--- src/rtl/spi_pkg.sv ---
// Shared types and constants for the SPI master shift engine.
// Modes are packed as {cpol, cpha}.
package spi_pkg;

  typedef enum logic [1:0] {
    ST_IDLE  = 2'd0,
    ST_LEAD  = 2'd1,
    ST_SHIFT = 2'd2,
    ST_TRAIL = 2'd3
  } spi_state_t;

  localparam logic [1:0] SPI_MODE0 = 2'b00;
  localparam logic [1:0] SPI_MODE1 = 2'b01;
  localparam logic [1:0] SPI_MODE2 = 2'b10;
  localparam logic [1:0] SPI_MODE3 = 2'b11;

endpackage

--- src/rtl/spi_shift_engine_if.sv ---
// Host-side request/response bundle of the SPI shift engine.
// The controller uses master, the engine uses slave.
interface spi_shift_engine_if #(
  parameter int N     = 16,
  parameter int DIV_W = 8
);

  logic             start;
  logic [N-1:0]     dataSe;
  logic             cpol;
  logic             cpha;
  logic             lsb_first;
  logic [DIV_W-1:0] clk_div;
  logic             busy;
  logic             done;
  logic [N-1:0]     dataRe;

  modport master (
    output start, dataSe, cpol, cpha,
    output lsb_first, clk_div,
    input  busy, done, dataRe
  );

  modport slave (
    input  start, dataSe, cpol, cpha,
    input  lsb_first, clk_div,
    output busy, done, dataRe
  );

endinterface

--- src/rtl/spi_clk_div.sv ---
// Half-period counter: one-cycle tick every div+1 cycles while enabled.
// Restarts from zero whenever enable drops.
module spi_clk_div #(
  parameter int DIV_W = 8
) (
  input  logic             clk,
  input  logic             reset,
  input  logic             en,
  input  logic [DIV_W-1:0] div,
  output logic             tick
);

  logic [DIV_W-1:0] cnt_q;
  logic [DIV_W-1:0] cnt_d;

  always_comb begin
    tick  = en && (cnt_q == div);
    cnt_d = cnt_q + 1'b1;
    if (!en || tick) begin
      cnt_d = '0;
    end
  end

  always_ff @(posedge clk) begin
    if (reset) begin
      cnt_q <= '0;
    end else begin
      cnt_q <= cnt_d;
    end
  end

endmodule

--- src/rtl/spi_shift_engine.sv ---
// SPI master shift engine: divided SCLK, all CPOL/CPHA modes,
// MSB/LSB ordering, CS framing and start/busy/done handshake.
module spi_shift_engine
  import spi_pkg::*;
#(
  parameter int N     = 16,
  parameter int DIV_W = 8
) (
  input  logic              clk,
  input  logic              reset,
  spi_shift_engine_if.slave host,
  input  logic              MISO,
  output logic              MOSI,
  output logic              sclk,
  output logic              cs_n
);

  localparam int EW = $clog2(2 * N);
  localparam logic [EW-1:0] LAST = EW'(2 * N - 1);

  spi_state_t       state_q, state_d;
  logic [EW-1:0]    edge_q, edge_d;
  logic [N-1:0]     tx_q, tx_d;
  logic [N-1:0]     rx_q, rx_d;
  logic [N-1:0]     dre_q, dre_d;
  logic [DIV_W-1:0] div_q, div_d;
  logic             mosi_q, mosi_d;
  logic             sclk_q, sclk_d;
  logic             cs_n_q, cs_n_d;
  logic             busy_q, busy_d;
  logic             done_q, done_d;
  logic             cpol_q, cpol_d;
  logic             cpha_q, cpha_d;
  logic             lsb_q, lsb_d;
  logic             do_edge;
  logic             tick;

  function automatic logic first_bit(
    logic [N-1:0] w, logic lsb
  );
    return lsb ? w[0] : w[N-1];
  endfunction

  function automatic logic [N-1:0] sh_out(
    logic [N-1:0] w, logic lsb
  );
    return lsb ? (w >> 1) : (w << 1);
  endfunction

  function automatic logic [N-1:0] sh_in(
    logic [N-1:0] w, logic lsb, logic b
  );
    return lsb ? {b, w[N-1:1]} : {w[N-2:0], b};
  endfunction

  spi_clk_div #(.DIV_W(DIV_W)) u_div (
    .clk  (clk),
    .reset(reset),
    .en   (state_q != ST_IDLE),
    .div  (div_q),
    .tick (tick)
  );

  always_comb begin
    state_d = state_q;
    edge_d  = edge_q;
    tx_d    = tx_q;
    rx_d    = rx_q;
    dre_d   = dre_q;
    div_d   = div_q;
    mosi_d  = mosi_q;
    sclk_d  = sclk_q;
    cs_n_d  = cs_n_q;
    busy_d  = busy_q;
    done_d  = 1'b0;
    cpol_d  = cpol_q;
    cpha_d  = cpha_q;
    lsb_d   = lsb_q;
    do_edge = 1'b0;
    unique case (state_q)
      ST_IDLE: begin
        sclk_d = host.cpol;
        cs_n_d = 1'b1;
        mosi_d = 1'b1;
        busy_d = 1'b0;
        if (host.start) begin
          state_d = ST_LEAD;
          cs_n_d  = 1'b0;
          busy_d  = 1'b1;
          cpol_d  = host.cpol;
          cpha_d  = host.cpha;
          lsb_d   = host.lsb_first;
          div_d   = host.clk_div;
          tx_d    = host.dataSe;
          rx_d    = '0;
          if (!host.cpha) begin
            mosi_d = first_bit(host.dataSe,
                               host.lsb_first);
          end
        end
      end
      ST_LEAD: begin
        if (tick) begin
          state_d = ST_SHIFT;
          edge_d  = '0;
          do_edge = 1'b1;
        end
      end
      ST_SHIFT: begin
        if (tick) begin
          if (edge_q == LAST) begin
            state_d = ST_TRAIL;
          end else begin
            edge_d  = edge_q + 1'b1;
            do_edge = 1'b1;
          end
        end
      end
      ST_TRAIL: begin
        if (tick) begin
          state_d = ST_IDLE;
          sclk_d  = host.cpol;
          cs_n_d  = 1'b1;
          busy_d  = 1'b0;
          mosi_d  = 1'b1;
          done_d  = 1'b1;
          dre_d   = rx_q;
        end
      end
    endcase
    // even edge index = leading edge
    if (do_edge) begin
      sclk_d = ~sclk_q;
      if (~edge_d[0] ^ cpha_q) begin
        rx_d = sh_in(rx_q, lsb_q, MISO);
      end
      if (cpha_q && !edge_d[0]) begin
        mosi_d = first_bit(tx_q, lsb_q);
        tx_d   = sh_out(tx_q, lsb_q);
      end
      if (!cpha_q && edge_d[0] &&
          edge_d != LAST) begin
        tx_d   = sh_out(tx_q, lsb_q);
        mosi_d = first_bit(tx_d, lsb_q);
      end
    end
  end

  always_ff @(posedge clk) begin
    if (reset) begin
      state_q <= ST_IDLE;
      edge_q  <= '0;
      tx_q    <= '0;
      rx_q    <= '0;
      dre_q   <= '0;
      div_q   <= '0;
      mosi_q  <= 1'b1;
      sclk_q  <= 1'b0;
      cs_n_q  <= 1'b1;
      busy_q  <= 1'b0;
      done_q  <= 1'b0;
      cpol_q  <= 1'b0;
      cpha_q  <= 1'b0;
      lsb_q   <= 1'b0;
    end else begin
      state_q <= state_d;
      edge_q  <= edge_d;
      tx_q    <= tx_d;
      rx_q    <= rx_d;
      dre_q   <= dre_d;
      div_q   <= div_d;
      mosi_q  <= mosi_d;
      sclk_q  <= sclk_d;
      cs_n_q  <= cs_n_d;
      busy_q  <= busy_d;
      done_q  <= done_d;
      cpol_q  <= cpol_d;
      cpha_q  <= cpha_d;
      lsb_q   <= lsb_d;
    end
  end

  assign MOSI        = mosi_q;
  assign sclk        = sclk_q;
  assign cs_n        = cs_n_q;
  assign host.busy   = busy_q;
  assign host.done   = done_q;
  assign host.dataRe = dre_q;

endmodule

--- src/flat_wrapper.sv ---
// flat-port wrapper written by rule: the top's interface ports become plain ports
module spi_shift_engine_flat import spi_pkg::*;
#(
  parameter int N     = 16,
  parameter int DIV_W = 8
)
  (clk, reset, MISO, MOSI, sclk, cs_n, host_start, host_dataSe, host_cpol, host_cpha, host_lsb_first, host_clk_div, host_busy, host_done, host_dataRe);
  spi_shift_engine_if #(.N(N), .DIV_W(DIV_W)) host_i ();
  input  logic clk;
  input  logic reset;
  input  logic MISO;
  output logic MOSI;
  output logic sclk;
  output logic cs_n;
  input wire logic [$bits(host_i.start)-1:0] host_start;
  input wire logic [$bits(host_i.dataSe)-1:0] host_dataSe;
  input wire logic [$bits(host_i.cpol)-1:0] host_cpol;
  input wire logic [$bits(host_i.cpha)-1:0] host_cpha;
  input wire logic [$bits(host_i.lsb_first)-1:0] host_lsb_first;
  input wire logic [$bits(host_i.clk_div)-1:0] host_clk_div;
  output wire logic [$bits(host_i.busy)-1:0] host_busy;
  output wire logic [$bits(host_i.done)-1:0] host_done;
  output wire logic [$bits(host_i.dataRe)-1:0] host_dataRe;
  assign host_i.start = host_start;
  assign host_i.dataSe = host_dataSe;
  assign host_i.cpol = host_cpol;
  assign host_i.cpha = host_cpha;
  assign host_i.lsb_first = host_lsb_first;
  assign host_i.clk_div = host_clk_div;
  assign host_busy = host_i.busy;
  assign host_done = host_i.done;
  assign host_dataRe = host_i.dataRe;
  spi_shift_engine #(.N(N), .DIV_W(DIV_W)) u_core (.clk(clk), .reset(reset), .host(host_i), .MISO(MISO), .MOSI(MOSI), .sclk(sclk), .cs_n(cs_n));
endmodule
--- config.mk ---
export PLATFORM = sky130hd
export DESIGN_NAME = spi_shift_engine_flat
export DESIGN_NICKNAME = d
export VERILOG_FILES = /design/src/rtl/spi_pkg.sv /design/src/rtl/spi_shift_engine_if.sv /design/src/rtl/spi_clk_div.sv /design/src/rtl/spi_shift_engine.sv /design/src/flat_wrapper.sv
export SDC_FILE = /design/constraint.sdc
export NUM_CORES = 1
export LEC_CHECK = 0
export ABC_AREA = 1
export BUFFER_PORTS_ARGS = -buffer_cell sky130_fd_sc_hd__buf_2
export CAP_MARGIN = 20
export CORE_AREA = 4 4 96 98
export DETAILED_ROUTE_END_ITERATION = 16
export DIE_AREA = 0 0 100 102
export PLACE_DENSITY_LB_ADDON = 0.3
export SYNTH_ARGS = -nofsm -noshare
export SYNTH_HDL_FRONTEND = slang
export SYNTH_SLANG_ARGS = --single-unit
--- constraint.sdc ---
create_clock -name clk -period 2.6 [get_ports clk]
set_input_delay 0.13 -clock clk [delete_from_list [all_inputs] [get_ports clk]]
set_output_delay 0.13 -clock clk [all_outputs]
set_load 0.05 [all_outputs]
==> results.ini, run 1 <==
[outcome]
status=complete, no violations

[route]
drt-wirelength-per-cell_um=12.6
drt-total-wl_um=9530
dr.pass1.iters=5
antenna_left=0
vias=3869
drt_iter0_drc=149
via_per_inst=5.11
drc=0

[finish]
diodes=0
num-nets-final=685
final_util=0.555
multiInputGateArea_um2=2130
area_growth_pct=15.4
drive_gt1_frac=0.180
fillCellCount=873
register_area_um2=1570
fin_area_um2=4690

[run]
cap_violations=0

[critical_path]
reg2reg_depth=16
worstReg2RegEnd=u_core.rx_q[14]
r2r_setup_slack_ns=0.17
required_ns=2.85
critPathLaunchType=flop
regToRegStartpoint=u_core.u_div.cnt_q[0]
path_class=reg -> reg
cp.arrival_ns=2.69
crit_path_end_kind=flop
critPathMaxFanout=16

[sta]
fin_hold_ws_ns=0.0632
fmax_mhz=411
min_period_ns=2.43
fin_skew_ns=0.00985
relSlewSlack=0.528
setup_viol=0
worst_pin_slew_ns=0.707
finalCritPeriodShare=0.935
fin_setup_tns_ns=0
finalMaxSlewViolations=0
hold_viol=0

[cts]
cts_tree=built
clock_latency_ns=0.35
clk_path_buf_depth=2
ctsHoldBuffers=0
cts.sinks=78
clk_pin_slew_ns=0.08
cts.htree.levels=3
cts_root_buf=clkbuf_8
cts_inserted_buffers=9

[global_route]
grtUsageMet2=0.318
track_usage=0.187
grt_pass1_wl_um=15800
met3_usage=0.0375
grt_use_met1=0.244
busiest_layer=met2
grt_max_degree=41
grt_pass1_vias=3560
grt_antenna_before_repair=0
overflow=0

[place]
port_buffers=51
hpwlAfterDp_um=6330
post_dp_cell_area_um2=4380
place_congestion=0.844

[min_path]
whs_path_depth=3
hold_end=u_core.div_q[2]
hold_path_class=in -> reg
min-delay-start=host_clk_div[2]

[yosys]
ys_ff_latch=78
synthTopCellsByArea=dfxtp_1, nand2_1, a21oi_1
synthArstFlopShare=0
synth-warning-count=0
synth-seq-area-share=0.384
synthTopCellsByCount=nand2_1, dfxtp_1, a21oi_1
yosysMostFrequentCell=nand2_1
synth_edf_count=0
synth_area_um2=4070
syn-num-nets=642
avgSynthCellArea_um2=6.76
yosys.area.top_type=dfxtp_1
synthFlopType=dfxtp_1
syn_inst=602
netlist.area_leader.share=0.384
ys_types=38

[floorplan]
initial_utilization=0.481
die_w_um=100
core_area_um2=8470
num_rows=34
dieArea_um2=10200
num_io_pins=52
die_y_um=102

[power_and_ir_drop]
p_per_area_nw_per_um2=868
p_total_mw=4.07
peakVddDrop_mv=0.526
power.leakage_nw=1.91

-- per-layer routing --
| metal | routed length [um] | vias up |
|---|---|---|
| met5 | 0 | - |
| met4 | 95 | 0 |
| met3 | 315 | 8 |
| met2 | 4610 | 75 |
| met1 | 4510 | 1742 |
| li1 | - | 2044 |
-- cell type report --
cell class | instances | share of cell area
multi-input combinational | 425 | 0.455
sequential | 78 | 0.334
timing repair buffer | 67 | 0.0864
inverter | 64 | 0.0512
tap | 108 | 0.0288
clock buffer | 9 | 0.0264
clock inverter | 6 | 0.0184
-- flip-flops by register name (all words and copies together) (netlist names), 2 cells and up --
signal,flops
u_core.u_div.cnt_q,8
u_core.rx_q,16
u_core.host.dataRe,16
u_core.edge_q,5
u_core.div_q,8
u_core.tx_q,16
u_core.state_q,2
-- where the power goes --
part	leakage, nW	internal [mW]	switching [mW]
combinational	1.17	0.528	1.06
sequential	0.638	1.36	0.132
clock	0.105	0.536	0.457
total	1.91	2.43	1.65
-- metrics by stage --
step                instances  setup slack (ns)
finish                    757             0.168
global route              757           -0.0305
floorplan                 602             0.267
CTS                       752            0.0564
detailed placement        737            0.0792
global placement          737             0.193
-- worst max path at each step --
stage / start / endpoint / slack, ns / cells after the start
detailed placement: u_core.state_q[1] / u_core.rx_q[14] / 0.08 / 12
finish: u_core.u_div.cnt_q[0] / u_core.rx_q[14] / 0.17 / 16
global route: u_core.u_div.cnt_q[0] / u_core.rx_q[14] / -0.03 / 16
CTS: u_core.state_q[1] / u_core.rx_q[14] / 0.06 / 12
floorplan: u_core.state_q[0] / u_core.rx_q[11] / 0.27 / 14
global placement: u_core.state_q[0] / u_core.rx_q[10] / 0.19 / 12
-- cell usage in the layout, fill, tap and decap left out, drive strengths merged --
master / instances
or2: 1
nor2: 46
bufinv: 2
ha: 9
clkinvlp: 1
buf: 66
nor3b: 1
clkbuf: 10
o211ai: 1
nand3: 46
xnor2: 1
and2: 1
o21ai: 50
a31oi: 2
nand4: 2
a311oi: 16
a22oi: 1
xor2: 3
o21bai: 1
o31ai: 1
clkinv: 4
dfxtp: 78
nor4: 1
nor3: 5
inv: 63
nand2: 171
a21oi: 66
-- critical path, cell delays in order (launching register included) --
cell      delay, ns
dfxtp_1        0.38
inv_1          0.07
nand2_1        0.06
nand2_1        0.08
nor2_1         0.15
nand2_2        0.10
nor2_4         0.13
nand4_2        0.14
clkinv_1       0.09
nand2_1        0.08
nand3_4        0.09
inv_1          0.05
ha_1           0.26
and2_2         0.19
buf_12         0.15
a21oi_1        0.05
a311oi_1       0.27
-- kinds of logic (layout without fill, tap and decap cells) --
| logic type | after synthesis | after routing | share of synthesized area |
|---|---|---|---|
| compound gates | 138 | 138 | 0.190 |
| buf+inv | 99 | 146 | 0.0990 |
| flops | 78 | 78 | 0.384 |
| xor+xnor | 4 | 4 | 0.00861 |
| simple gates | 274 | 274 | 0.291 |
| fa+ha+maj | 9 | 9 | 0.0277 |
-- repair_timing --
item | CTS | global route
buffers inserted | 0 | 4
endpoints found under the setup margin | 0 | 33
resized for setup | 0 | 15
hold endpoints to repair | 0 | 0
Power figures use the tool's default switching activity.
==> run 2, diff against run 1 <==
==> constraint.sdc (replaced) <==
create_clock -name clk -period 2.4 [get_ports clk]
set_input_delay 0.12 -clock clk [delete_from_list [all_inputs] [get_ports clk]]
set_output_delay 0.12 -clock clk [all_outputs]
set_load 0.05 [all_outputs]
==> results.ini, run 2 (synthesized netlist as in run 1, its figures left out) <==
[global_route]
grt_max_degree=39  ; -4.9%
track_usage=0.193  ; +0.00557
grt_antenna_before_repair=0  ; unchanged
grt_pass1_wl_um=16100  ; +1.8%
grt_pass1_vias=3564  ; +0.11%
overflow=0  ; unchanged

[power_and_ir_drop]
peakVddDrop_mv=0.363  ; -31%
power.leakage_nw=1.99  ; +4.1%
power_switching_share=0.424  ; +0.0192
p_per_area_nw_per_um2=905  ; +4.3%
pwr-share-seq=0.371  ; +0.004
internal-power_mw=2.54  ; +4.5%
clockPowerShare=0.195  ; -0.048
p_total_mw=4.40  ; +8.0%
power_frac_comb=0.434  ; +0.044
switchingPower_mw=1.86  ; +13%

[cts]
cts_tree=built
cts_inserted_buffers=9  ; unchanged
ctsHoldBuffers=0  ; unchanged
cts.sinks=78  ; unchanged
clk_pin_slew_ns=0.08  ; about the same
cts.htree.levels=3  ; unchanged
cts_root_buf=clkbuf_8
clk_path_buf_depth=2  ; unchanged
clock_latency_ns=0.35  ; about the same

[sta]
hold_viol=0  ; unchanged
setup_viol=0  ; unchanged
fmax_mhz=431  ; +4.7%
rsz0062_at_grt=true
finalCritPeriodShare=0.968  ; +0.0324
worst_pin_slew_ns=0.734  ; +0.0275 ns
fin_skew_ns=0.0132  ; +0.00334 ns
min_period_ns=2.32  ; -0.109 ns
finalMaxSlewViolations=0  ; unchanged
relSlewSlack=0.510  ; -0.0184

[floorplan]
num_io_pins=52  ; unchanged
core_area_um2=8470  ; unchanged
initial_utilization=0.481  ; unchanged
num_rows=34  ; unchanged
dieArea_um2=10200  ; unchanged
die_w_um=100  ; unchanged
die_y_um=102  ; unchanged

[route]
drt_iter0_drc=212  ; +42%
drc=0  ; unchanged
drt-total-wl_um=9910  ; +4.0%
dr.pass1.iters=7  ; +2
antenna_left=0  ; unchanged
vias=3963  ; +2.4%
drt-wirelength-per-cell_um=12.9  ; +2.4%
via_per_inst=5.15  ; +0.83%

[critical_path]
slowest_stage=ha_2
required_ns=2.65  ; -0.20 ns
path_common_cell=inv_1
crit_buf_inv=4  ; unchanged
critPathLaunchType=flop
crit_path_end_kind=flop
critPathMaxFanout=8  ; -8
cp.arrival_ns=2.57  ; -0.12 ns
path_class=reg -> reg
path_cells=inv_1, ha_2, nand4_4, inv_2, nand2_1, nand3_4, inv_1, ha_1, and2_4, buf_12, a21oi_1, a311oi_1
cpPeakStageDelay_ns=0.44  ; +0.06 ns
crit_family=adder cells

[place]
dpl.cell_count=742  ; +0.68%
place_congestion=0.903  ; +7.0%
port_buffers=51  ; unchanged
hpwlAfterDp_um=6570  ; +3.8%

[finish]
drive_gt1_frac=0.228  ; +0.0482
stdcell_count=769  ; +1.6%
area_growth_pct=19.5
final_common_cell=nand2_1
num-nets-final=697  ; +1.8%
diodes=0  ; unchanged
fillCellCount=826  ; -5.4%
final_cell_mix=nand2_1, dfxtp_1, a21oi_1

[run]
cap_violations=0  ; unchanged

[outcome]
status=complete, no violations

[min_path]
hold_path_class=in -> reg

-- run 2: changes by cell type in the layout (fill, tap and decap cells not counted), sizes merged --
cell | previous run | this run
buf | 66 | 75
bufinv | 2 | 0
clkinv | 4 | 6
nand2 | 171 | 173
clkbuf | 10 | 11
clkinvlp | 1 | 2
inv | 63 | 62
-- run 2: layout make-up --
type                    instances  area, um2  share of cell area
inverters                      64        244              0.0502
flip-flops and latches         78       1590               0.326
multi-input cells             427       2210               0.454
clock buffers                   9        124              0.0255
repair buffers                 77        527               0.108
clock inverters                 6       40.0             0.00823
well taps                     108        135              0.0278
-- run 2: final timing paths --
| path | from | to | slack (ns) | cells past startpoint |
|---|---|---|---|---|
| worst max register to register | u_core.state_q[1] | u_core.rx_q[6] | 0.08 | 12 |
| worst max-delay path | u_core.state_q[1] | u_core.rx_q[6] | 0.08 | 12 |
| worst min-delay path | host_clk_div[3] | u_core.div_q[3] | 0.04 | 3 |
| worst min register to register | u_core.u_div.cnt_q[0] | u_core.u_div.cnt_q[0] | 0.44 | 1 |
-- run 2: power by group through the flow --
stage	logic (mW)	clock network, mW	registers, mW
finish	1.91	0.858	1.63
global route	2.15	0.937	1.66
CTS	1.70	0.882	1.62
detailed placement	1.67	0	1.65
global placement	1.64	0	1.64
floorplan	1.24	0	1.68
-- run 2: metrics by stage --
| stage | worst slack [ns] | setup TNS (ns) | hold slack, ns | util | cell area (um2) |
|---|---|---|---|---|---|
| after floorplan | 0.0670 | 0 | 0.281 | - | 4070 |
| after global placement | 0.0869 | 0 | 0.395 | 0.525 | 4440 |
| after detailed placement | -0.0125 | -0.0125 | 0.408 | 0.525 | 4440 |
| after CTS | 0.00136 | 0 | 0.0340 | 0.546 | 4620 |
| after global routing | -0.0423 | -0.0856 | 0.0456 | 0.574 | 4860 |
| final | 0.0772 | 0 | 0.0404 | 0.574 | 4860 |
-- run 2: tightest hold or removal path, delay by kind of cell --
| kind | cells | cell delay (ns) |
|---|---|---|
| AO/OA/AOI/OAI | 2 | 0.17 |
| buffers and inverters | 1 | 0.07 |
-- run 2: what timing repair did --
item / in CTS / in global routing
endpoints found under the setup margin: 2 / 33
cloned: 0 / 4
buffers inserted: 0 / 8
gates resized for setup: 5 / 35
pin swaps: 0 / 10
-- run 2: layer usage --
layer	GRT usage	share of wire
met2	0.325	0.50
met5	0	0
met1	0.247	0.45
met3	0.0444	0.046
met4	0.0580	0.0082
